**config.mk**
```make
export PLATFORM = sky130hd
export DESIGN_NAME = fifo_read_drain
export DESIGN_NICKNAME = d
export VERILOG_FILES = /design/src/rtl/fifo_read_drain.sv
export SDC_FILE = /design/constraint.sdc
export NUM_CORES = 1
export LEC_CHECK = 0
export BUFFER_PORTS_ARGS = -buffer_cell sky130_fd_sc_hd__buf_4
export CORE_ASPECT_RATIO = 2
export CORE_UTILIZATION = 35
export CTS_CLUSTER_DIAMETER = 120
export CTS_CLUSTER_SIZE = 24
export DETAILED_ROUTE_END_ITERATION = 12
export PLACE_DENSITY = 0.65
export SETUP_SLACK_MARGIN = 0.2
export SLEW_MARGIN = 10
export SYNTH_ARGS = -nofsm -noshare
export SYNTH_HDL_FRONTEND = slang
export SYNTH_SLANG_ARGS = --single-unit
```
**constraint.sdc**
```tcl
create_clock -name rclk -period 2.9 [get_ports rclk]
set_input_delay 0.435 -clock rclk [delete_from_list [all_inputs] [get_ports rclk]]
set_output_delay 0.435 -clock rclk [all_outputs]
set_load 0.1 [all_outputs]
```
**src/rtl/fifo_read_drain.sv**
```systemverilog
// Read-domain drain engine: pops the async FIFO into a 2-entry valid/ready
// output buffer, tags frame-last words and counts delivered words.
module fifo_read_drain #(
    parameter int DSIZE     = 8,
    parameter int FRAME_LEN = 16,
    parameter int CNT_W     = 16
) (
    input  logic             rclk,
    input  logic             rrst,
    input  logic             enable,
    input  logic             rempty,
    input  logic [DSIZE-1:0] rdata,
    output logic             rreq,
    output logic             m_valid,
    output logic [DSIZE-1:0] m_data,
    output logic             m_last,
    input  logic             m_ready,
    output logic [CNT_W-1:0] word_cnt,
    output logic             frame_done
);
    localparam int POS_W = 16;
    localparam logic [POS_W-1:0] POS_LAST = POS_W'(FRAME_LEN - 1);

    typedef enum logic [1:0] {
        S_EMPTY = 2'd0,
        S_ONE   = 2'd1,
        S_FULL  = 2'd2
    } state_e;

    state_e           state_q, state_d;
    logic [DSIZE-1:0] head_data_q, head_data_d;
    logic [DSIZE-1:0] tail_data_q, tail_data_d;
    logic             head_last_q, head_last_d;
    logic             tail_last_q, tail_last_d;
    logic [POS_W-1:0] pos_q, pos_d;
    logic [CNT_W-1:0] word_cnt_q, word_cnt_d;
    logic             frame_done_q, frame_done_d;
    logic             pop_s;
    logic             acc_s;
    logic             push_last_s;

    // Pop never looks at m_ready, keeping m_ready off the rreq path.
    always_comb begin
        pop_s       = enable & ~rempty & (state_q != S_FULL) & ~rrst;
        acc_s       = (state_q != S_EMPTY) & m_ready;
        push_last_s = (pos_q == POS_LAST);
    end

    // Buffer occupancy FSM plus frame position, word counter and frame pulse.
    always_comb begin
        state_d      = state_q;
        head_data_d  = head_data_q;
        head_last_d  = head_last_q;
        tail_data_d  = tail_data_q;
        tail_last_d  = tail_last_q;
        pos_d        = pos_q;
        word_cnt_d   = word_cnt_q + {{(CNT_W-1){1'b0}}, acc_s};
        frame_done_d = acc_s & head_last_q;

        case (state_q)
            S_EMPTY: begin
                if (pop_s) begin
                    head_data_d = rdata;
                    head_last_d = push_last_s;
                    state_d     = S_ONE;
                end else begin
                    state_d = S_EMPTY;
                end
            end
            S_ONE: begin
                if (pop_s && acc_s) begin
                    head_data_d = rdata;
                    head_last_d = push_last_s;
                end else if (pop_s) begin
                    tail_data_d = rdata;
                    tail_last_d = push_last_s;
                    state_d     = S_FULL;
                end else if (acc_s) begin
                    state_d = S_EMPTY;
                end else begin
                    state_d = S_ONE;
                end
            end
            S_FULL: begin
                if (acc_s) begin
                    head_data_d = tail_data_q;
                    head_last_d = tail_last_q;
                    state_d     = S_ONE;
                end else begin
                    state_d = S_FULL;
                end
            end
            default: begin
                state_d = S_EMPTY;
            end
        endcase

        if (pop_s) begin
            pos_d = push_last_s ? {POS_W{1'b0}} : (pos_q + 16'd1);
        end else begin
            pos_d = pos_q;
        end
    end

    // State register with synchronous reset discarding any buffered words.
    always_ff @(posedge rclk) begin
        if (rrst) begin
            state_q      <= S_EMPTY;
            head_data_q  <= {DSIZE{1'b0}};
            head_last_q  <= 1'b0;
            tail_data_q  <= {DSIZE{1'b0}};
            tail_last_q  <= 1'b0;
            pos_q        <= {POS_W{1'b0}};
            word_cnt_q   <= {CNT_W{1'b0}};
            frame_done_q <= 1'b0;
        end else begin
            state_q      <= state_d;
            head_data_q  <= head_data_d;
            head_last_q  <= head_last_d;
            tail_data_q  <= tail_data_d;
            tail_last_q  <= tail_last_d;
            pos_q        <= pos_d;
            word_cnt_q   <= word_cnt_d;
            frame_done_q <= frame_done_d;
        end
    end

    assign rreq       = pop_s;
    assign m_valid    = (state_q != S_EMPTY);
    assign m_data     = head_data_q;
    assign m_last     = head_last_q;
    assign word_cnt   = word_cnt_q;
    assign frame_done = frame_done_q;
endmodule

```
# After elaboration in Yosys (flattened, before gate mapping)
# Cells that the tools add are included.
# word_totals
ff_bits	53
output_inout_bits	28
wordCells	47
# classes
addsub	2
n_eq_ne	8
n_mux	15
bitwise	8
n_reduce_logical	6
# ops
op	count
8-bit two-way mux	3
8-bit one-hot mux with 3 select lines	1
16-bit by 1-bit adder with 16-bit output	1
16-bit by 1-bit adder with 16-bit output (second input constant)	1
16-bit by 4-bit == test with 1-bit output (second input constant)	1
16-bit two-way mux	1
2-bit != test (second input constant)	5
2-bit two-way mux	3
2-bit one-hot mux with 3 select lines	1
1-bit bitwise AND	5
1-bit two-way mux	5
4-bit AND reduction	1
1-bit inverter	3
1-bit one-hot mux with 3 select lines	1
3-bit AND reduction	1
3-bit nonzero test	1
2-bit by 1-bit == test with 1-bit output (second input constant)	1
2-bit == test (second input constant)	1
2-bit logical NOT	1
2-bit nonzero test	1
1-bit logical AND	1

# Longest topological paths before layout
# Gate-level depths: netlist (run 1).
# logic_depth
depth_word	7
mapped_depth	9
ltp_nobuf	8

# Worst setup path before layout (run 1)
# OpenSTA, ideal clock, no wires.
# synth_timing
kind	input -> output
from	in rrst
to	out rreq
t_arrival_ns	2.396
setup_slack_ns	0.069
stages	4
n_path_buf	2
path_cell_list	buf_6 or3b_4 buf_6 nor2_1
# synth_via
elab_chain_cells	2
# synth_lines
item	line	source
from (decl)	9	input logic rrst,
1-bit inverter	44	pop_s = enable & ~rempty & (state_q != S_FULL) & ~rrst;
1-bit bitwise AND	44	
to (decl)	13	output logic rreq,
# No other way between the ends.

# Final worst setup path (run 1)
# layout_timing
from	reg state_q[1]
to	reg word_cnt_q[13] (netlist: word_cnt[13])
# layout_via
elab_chain_cells	3
# layout_lines
item	line	source
from (decl)	30	state_e state_q, state_d;
from (signal assigned)	117	state_q <= state_d;
2-bit nonzero test	45	acc_s = (state_q != S_EMPTY) & m_ready;
1-bit bitwise AND	45	
16-bit by 1-bit adder with 16-bit output	57	word_cnt_d = word_cnt_q + {{(CNT_W-1){1'b0}}, acc_s};
to (signal assigned)	114	word_cnt_q <= {CNT_W{1'b0}};
to (signal assigned)	123	word_cnt_q <= word_cnt_d;
to (decl)	36	logic [CNT_W-1:0] word_cnt_q, word_cnt_d;
# No other way between the ends.
# A chain may end at the register's enable or synchronous reset.

==> results of run 1 <==
## state kept, by name, indices dropped and copies added (netlist names)
name / count
frame_done: 1
m_data: 8
m_last: 1
pos_q: 16
state_q: 2
tail_data_q: 8
tail_last_q: 1
word_cnt: 16
## cell type report
class                      count  area, sq um  share of cell area
sequential                    53         1060               0.362
multi-input combinational    200         1240               0.424
tap                           88          110              0.0376
clock buffer                   5          125              0.0427
inverter                       5         18.8             0.00641
clock inverter                 2         35.0              0.0120
timing repair buffer          45          338               0.115
## power by group
group	internal, W	total (W)	leakage, nW	switching (W)
clock network	0.000401	0.000661	0.0797	0.000260
registers	0.000739	0.000747	0.428	0.00000821
logic	0.0000445	0.000159	0.625	0.000114
total	0.00118	0.00157	1.13	0.000382
## per-stage QoR
| step | total power (W) | instance area (sq um) |
|---|---|---|
| after detailed placement | 0.000924 | 2770 |
| after floorplan | 0.000882 | 2410 |
| after CTS | 0.00159 | 2930 |
| final | 0.00157 | 2930 |
| after global placement | 0.000922 | 2770 |
| after global routing | 0.00163 | 2930 |
## worst max-delay path, delay by kind of cell (launching register included)
| family | cells | cell delay (ns) |
|---|---|---|
| flops | 1 | 0.54 |
| xor+xnor | 1 | 0.16 |
| simple gates | 5 | 1.06 |
| fa+ha+maj | 1 | 0.17 |
## cells by family after synthesis
family / after synthesis / synth area share
buffers and inverters: 23 / 0.0447
muxes: 13 / 0.0541
DFF: 53 / 0.441
xor gates and xnor gates: 19 / 0.0692
and+or+nand+nor: 132 / 0.277
AOI/OAI and AO/OA: 33 / 0.0988
adders and majority gates: 3 / 0.0156
## layout by cell type, fill, tap and decap left out, types with 6 or more instances in the layout
cell type / count
a21oi_1: 10
a311oi_1: 8
buf_4: 45
dfxtp_1: 53
mux2i_1: 13
nand2_1: 24
nand3_1: 13
nand4_1: 7
nor2_1: 41
nor2b_1: 6
nor3_1: 8
nor4_1: 11
xnor2_1: 15
## worst paths after layout
check | from | to | slack, ns | cells after the start
worst min register to register | tail_data_q[7] | m_data[7] | 0.48 | 2
worst max-delay path | state_q[1] | word_cnt[13] | 0.84 | 7
worst max register to register | state_q[1] | word_cnt[13] | 0.84 | 7
worst min-delay path | m_ready | state_q[1] | 0.35 | 2
## routing by layer
metal	wire length, microns	share of wire	vias up	GRT usage
met5	0	0	-	0
met4	177	0.034	0	0.0852
met3	158	0.030	12	0.0337
met2	2940	0.56	42	0.291
met1	1940	0.37	975	0.152
li1	-	-	1038	-
==> impl_metrics.ini, run 1 <==
[status]
outcome = completed

[detailed_routing]
routedWlPerCell_microns = 13.1
drcViolationCount = 0
initialDrtViolationCount = 102
ant_nets = 0
drt-pass1-iter-count = 4
viasPerCell = 5.19
vias = 2067
wl_microns = 5220

[cts]
cts-resized-gates = 0
hold_buffers = 0
cts.sinks = 53
root_buffer = clkbuf_16
tritoncts = done
max-clock-path-buffers = 2
numCtsBuffers = 5
ctsHtreeMaxLevel = 2
clk_pin_slew_worst_paths_ns = 0.07
postCtsSetupBuffers = 0
clk_latency_ns = 0.30

[setup_path]
worstSetupPathType = flip-flop to flip-flop
crit_arrival_ns = 2.24
cp.required_ns = 3.08
cp_max_fo = 9
critPathMaxStageDelay_ns = 0.54
end_kind = flip-flop
worstPathCellList = or2_2 > and2_1 > ha_1 > nand3_1 > nor4_1 > xnor2_1 > nor2_1
worst_path_max_delay_cell = dfxtp_1
worstSetupStartpointType = flip-flop

[global_routing]
grt_max_degree = 43
grt_pass1_vias = 1957
track_usage = 0.158
antenna_found_initial = 0
grt_pass1_wl_microns = 8620
grt-ovfl-total = 0

[timing]
rsz0062_at_grt = no
hold_viol = 0
fin_hold_ws_ns = 0.351
fmax_mhz = 485
layout_setup_ws_ns = 0.837
finalSetupViolCount = 0
fin_worst_skew_ns = 0.00525
fin_setup_tns_ns = 0
worstMarginPinSlew_ns = 0.716
finalCritPeriodShare = 0.711
min_period_ns = 2.06
relSlewSlack = 0.523
report.final.slew_viol_count = 0

[worst_hold_path]
hp-class = primary input to flip-flop

[yosys]
synthArstFlopShare = 0
synth_ff_type = dfxtp_1
ys_seq_elements = 53
ys_top_cells_by_area = dfxtp_1, nor2_1, xnor2_1
syn-cell-area_sq_um = 2410
yosysUniqueCellTypes = 42
syn-num-nets = 292
synth_area_per_cell_sq_um = 8.72
netlist_top_cells_count = dfxtp_1, nor2_1, nand2_1
synth_most_common_cell = dfxtp_1
yosysSeqAreaShare = 0.441
syn-instance-count = 276
synth_area_leader_cell = dfxtp_1
synth-edff-count = 0
synth_top_area_frac = 0.441
ys_warn_count = 0

[floorplan]
die_height_microns = 119
core_region_area_sq_um = 6620
placementRows = 42
start_util = 0.363
dieArea_sq_um = 7230
io_pins = 41
die_w_microns = 60.6

[place]
place.port_buffers = 40
preCtsSetupSlack_ns = 0.650
gp_congestion = 0.794
dp.cells = 391
dp_hpwl_microns = 3910

[pwr]
ir_drop_v = 0.000275
leakage_nw = 1.13
powerDensity_nw_per_um2 = 535

[cells_and_area]
num-nets-final = 326
diodes = 0
fillCellCount = 654
area_growth_pct = 21.7
drive_above_1_share = 0.187
fin_util = 0.442
layout.cells.non_filler = 398

[run]
cap_viol_max_count = 0
No activity file was read; power rests on OpenSTA's default activity.
==> run 2: changes to the inputs <==
--- a/config.mk
+++ b/config.mk
@@ -5,13 +5,14 @@
 export SDC_FILE = /design/constraint.sdc
 export NUM_CORES = 1
 export LEC_CHECK = 0
+export ABC_AREA = 1
 export BUFFER_PORTS_ARGS = -buffer_cell sky130_fd_sc_hd__buf_4
 export CORE_ASPECT_RATIO = 2
 export CORE_UTILIZATION = 35
 export CTS_CLUSTER_DIAMETER = 120
 export CTS_CLUSTER_SIZE = 24
 export DETAILED_ROUTE_END_ITERATION = 12
-export PLACE_DENSITY = 0.65
+export PLACE_DENSITY = 0.67
 export SETUP_SLACK_MARGIN = 0.2
 export SLEW_MARGIN = 10
 export SYNTH_ARGS = -nofsm -noshare
==> constraint.sdc (replaced) <==
create_clock -name rclk -period 1.75 [get_ports rclk]
set_input_delay 0.2625 -clock rclk [delete_from_list [all_inputs] [get_ports rclk]]
set_output_delay 0.2625 -clock rclk [all_outputs]
set_load 0.1 [all_outputs]
==> impl_metrics.ini, run 2 <==
[status]
outcome = completed

[floorplan]
start_util = 0.367
placementRows = 43
dieArea_sq_um = 7700
die_w_microns = 62.6
core_region_area_sq_um = 6990
die_height_microns = 123
io_pins = 41

[setup_path]
rrSetupSlack_ns = 0.27
rr_startpoint = state_q[0]
worstPathCellList = buf_6 > nand2_8 > inv_6 > nor2_4 > buf_12
cp_max_fo = 4
timing.rr.end = word_cnt[14]
crit_arrival_ns = 1.25
critPathBufInv = 3
worstSetupPathType = flip-flop to primary output
worstSetupStartpointType = flip-flop
worst_path_max_delay_cell = dfxtp_2
critPathMaxStageDelay_ns = 0.34
r2r_cells = 10
end_kind = primary output
cp_top_family = buffers and inverters
cp.required_ns = 1.49

[timing]
min_period_ns = 1.52
fmax_mhz = 660
report.final.slew_viol_count = 0
relSlewSlack = 0.779
fin_worst_skew_ns = 0.00247
fin_setup_tns_ns = 0
hold_viol = 0
finalCritPeriodShare = 0.866
worstMarginPinSlew_ns = 0.331
rsz0062_at_grt = yes
finalSetupViolCount = 0

[worst_hold_path]
whs_path_depth = 3
hp-class = primary input to flip-flop
hold_start = rdata[7]
min_to = tail_data_q[7]

[yosys]
netlist_top_cells_count = nand2_1, nor2_1, dfxtp_1
yosysSeqAreaShare = 0.413
synth_top_area_frac = 0.413
ys_warn_count = 0
yosysUniqueCellTypes = 28
syn-num-nets = 392
synthArstFlopShare = 0
synth_ff_type = dfxtp_1
synth_area_per_cell_sq_um = 6.83
syn-instance-count = 376
synth-edff-count = 0
syn-cell-area_sq_um = 2570
synth_area_leader_cell = dfxtp_1
ys_top_cells_by_area = dfxtp_1, nand2_1, nor2_1
synth_most_common_cell = nand2_1
ys_seq_elements = 53

[cts]
ctsHtreeMaxLevel = 2
cts.sinks = 53
clk_pin_slew_worst_paths_ns = 0.06
max-clock-path-buffers = 2
numCtsBuffers = 5
clk_latency_ns = 0.29
hold_buffers = 0
tritoncts = done
root_buffer = clkbuf_16

[global_routing]
grt_max_degree = 21
grt_pass1_wl_microns = 10400
grt_pass1_vias = 2474
antenna_found_initial = 0
grt-ovfl-total = 0
track_usage = 0.171

[detailed_routing]
viasPerCell = 4.82
drt-pass1-iter-count = 4
routedWlPerCell_microns = 11.5
drcViolationCount = 0
vias = 2501
wl_microns = 5980
ant_nets = 0
initialDrtViolationCount = 67

[pwr]
leakage_nw = 1.37
comb_power_share = 0.107
clkPwrFrac = 0.398
p_int_w = 0.00187
ir_drop_v = 0.000665
power_w = 0.00248
switching_share = 0.245
p_sw_w = 0.000608
p_seq_frac = 0.496
powerDensity_nw_per_um2 = 745

[place]
gp_congestion = 0.826
place.port_buffers = 40
dp_hpwl_microns = 4470

[cells_and_area]
final_cell_mix = nand2_1, nor2_1, buf_4, inv_1, dfxtp_1
fillCellCount = 735
area_growth_pct = 29.4
final_common_cell = nand2_1
num-nets-final = 444
fin_util = 0.475
drive_above_1_share = 0.263
diodes = 0

[run]
cap_viol_max_count = 0
run 2: cell types whose count changed after synthesis, sizes merged, moves of 13 or more:
cell and delta:
nand2 +59, inv +44, nor2 +39, o21ai +28
xnor2 -15, mux2i -13
run 2: cell type report:
class | count | area [sq um] | share of cell area
Inverter | 49 | 193 | 0.0580
Tap cell | 90 | 113 | 0.0339
Clock buffer | 8 | 146 | 0.0441
Timing Repair Buffer | 54 | 422 | 0.127
Sequential cell | 53 | 1090 | 0.328
Multi-Input combinational cell | 265 | 1360 | 0.409
run 2: power groups by stage:
| stage | logic [W] | registers [W] | clock network (W) |
|---|---|---|---|
| floorplan | 0.000104 | 0.00133 | 0 |
| global placement | 0.000247 | 0.00125 | 0 |
| detailed placement | 0.000249 | 0.00126 | 0 |
| CTS | 0.000256 | 0.00123 | 0.00102 |
| global route | 0.000286 | 0.00123 | 0.00105 |
| finish | 0.000264 | 0.00123 | 0.000985 |
run 2: worst max-delay path by stage:
stage               depth (start not counted)            to  slack [ns]  startpoint
floorplan                                   9     m_data[0]        0.09  state_q[1]
global placement                           10  word_cnt[12]        0.09     m_ready
detailed placement                         10  word_cnt[12]        0.05     m_ready
CTS                                        10  word_cnt[13]        0.16  state_q[0]
global route                               10  word_cnt[13]        0.14  state_q[0]
finish                                      5          rreq        0.23  state_q[1]
run 2: tightest hold or removal path, delay by kind of cell:
| family | cells | cell delay, ns |
|---|---|---|
| AOI/OAI and AO/OA | 1 | 0.07 |
| buffers and inverters | 1 | 0.08 |
| and+or+nand+nor | 1 | 0.08 |
run 2: per-stage QoR:
| step | cells | instance area, sq um | worst slack [ns] | hold slack [ns] |
|---|---|---|---|---|
| detailed placement | 503 | 3000 | 0.0530 | 0.437 |
| floorplan | 376 | 2610 | 0.0940 | 0.424 |
| global route | 519 | 3320 | 0.137 | 0.275 |
| CTS | 513 | 3220 | 0.160 | 0.239 |
| finish | 519 | 3320 | 0.234 | 0.247 |
| global placement | 503 | 3000 | 0.0891 | 0.432 |
run 2: repair_timing:
| action | 4_1_cts | 5_1_grt |
|---|---|---|
| gates cloned | 0 | 0 |
| buffers inserted | 2 | 6 |
| pin swaps | 3 | 4 |
| resized for setup | 15 | 19 |
| endpoints found under the setup margin | 29 | 33 |
run 2: metal layers:
layer | vias to the layer above | wire length [microns] | track usage
met3 | 16 | 129 | 0.0277
met5 | - | 0 | 0
li1 | 1289 | - | -
met2 | 32 | 3350 | 0.328
met1 | 1164 | 2280 | 0.164
met4 | 0 | 214 | 0.115
run 2: cells by family (layout without fill, tap and decap cells):
| logic type | Yosys count | count (layout) | share of synthesized area |
|---|---|---|---|
| and+or+nand+nor | 201 | 201 | 0.346 |
| AOI/OAI and AO/OA | 58 | 58 | 0.118 |
| buffers and inverters | 58 | 111 | 0.0980 |
| DFF | 53 | 53 | 0.413 |
| adders and majority gates | 3 | 3 | 0.0146 |
| xor gates and xnor gates | 3 | 3 | 0.0102 |
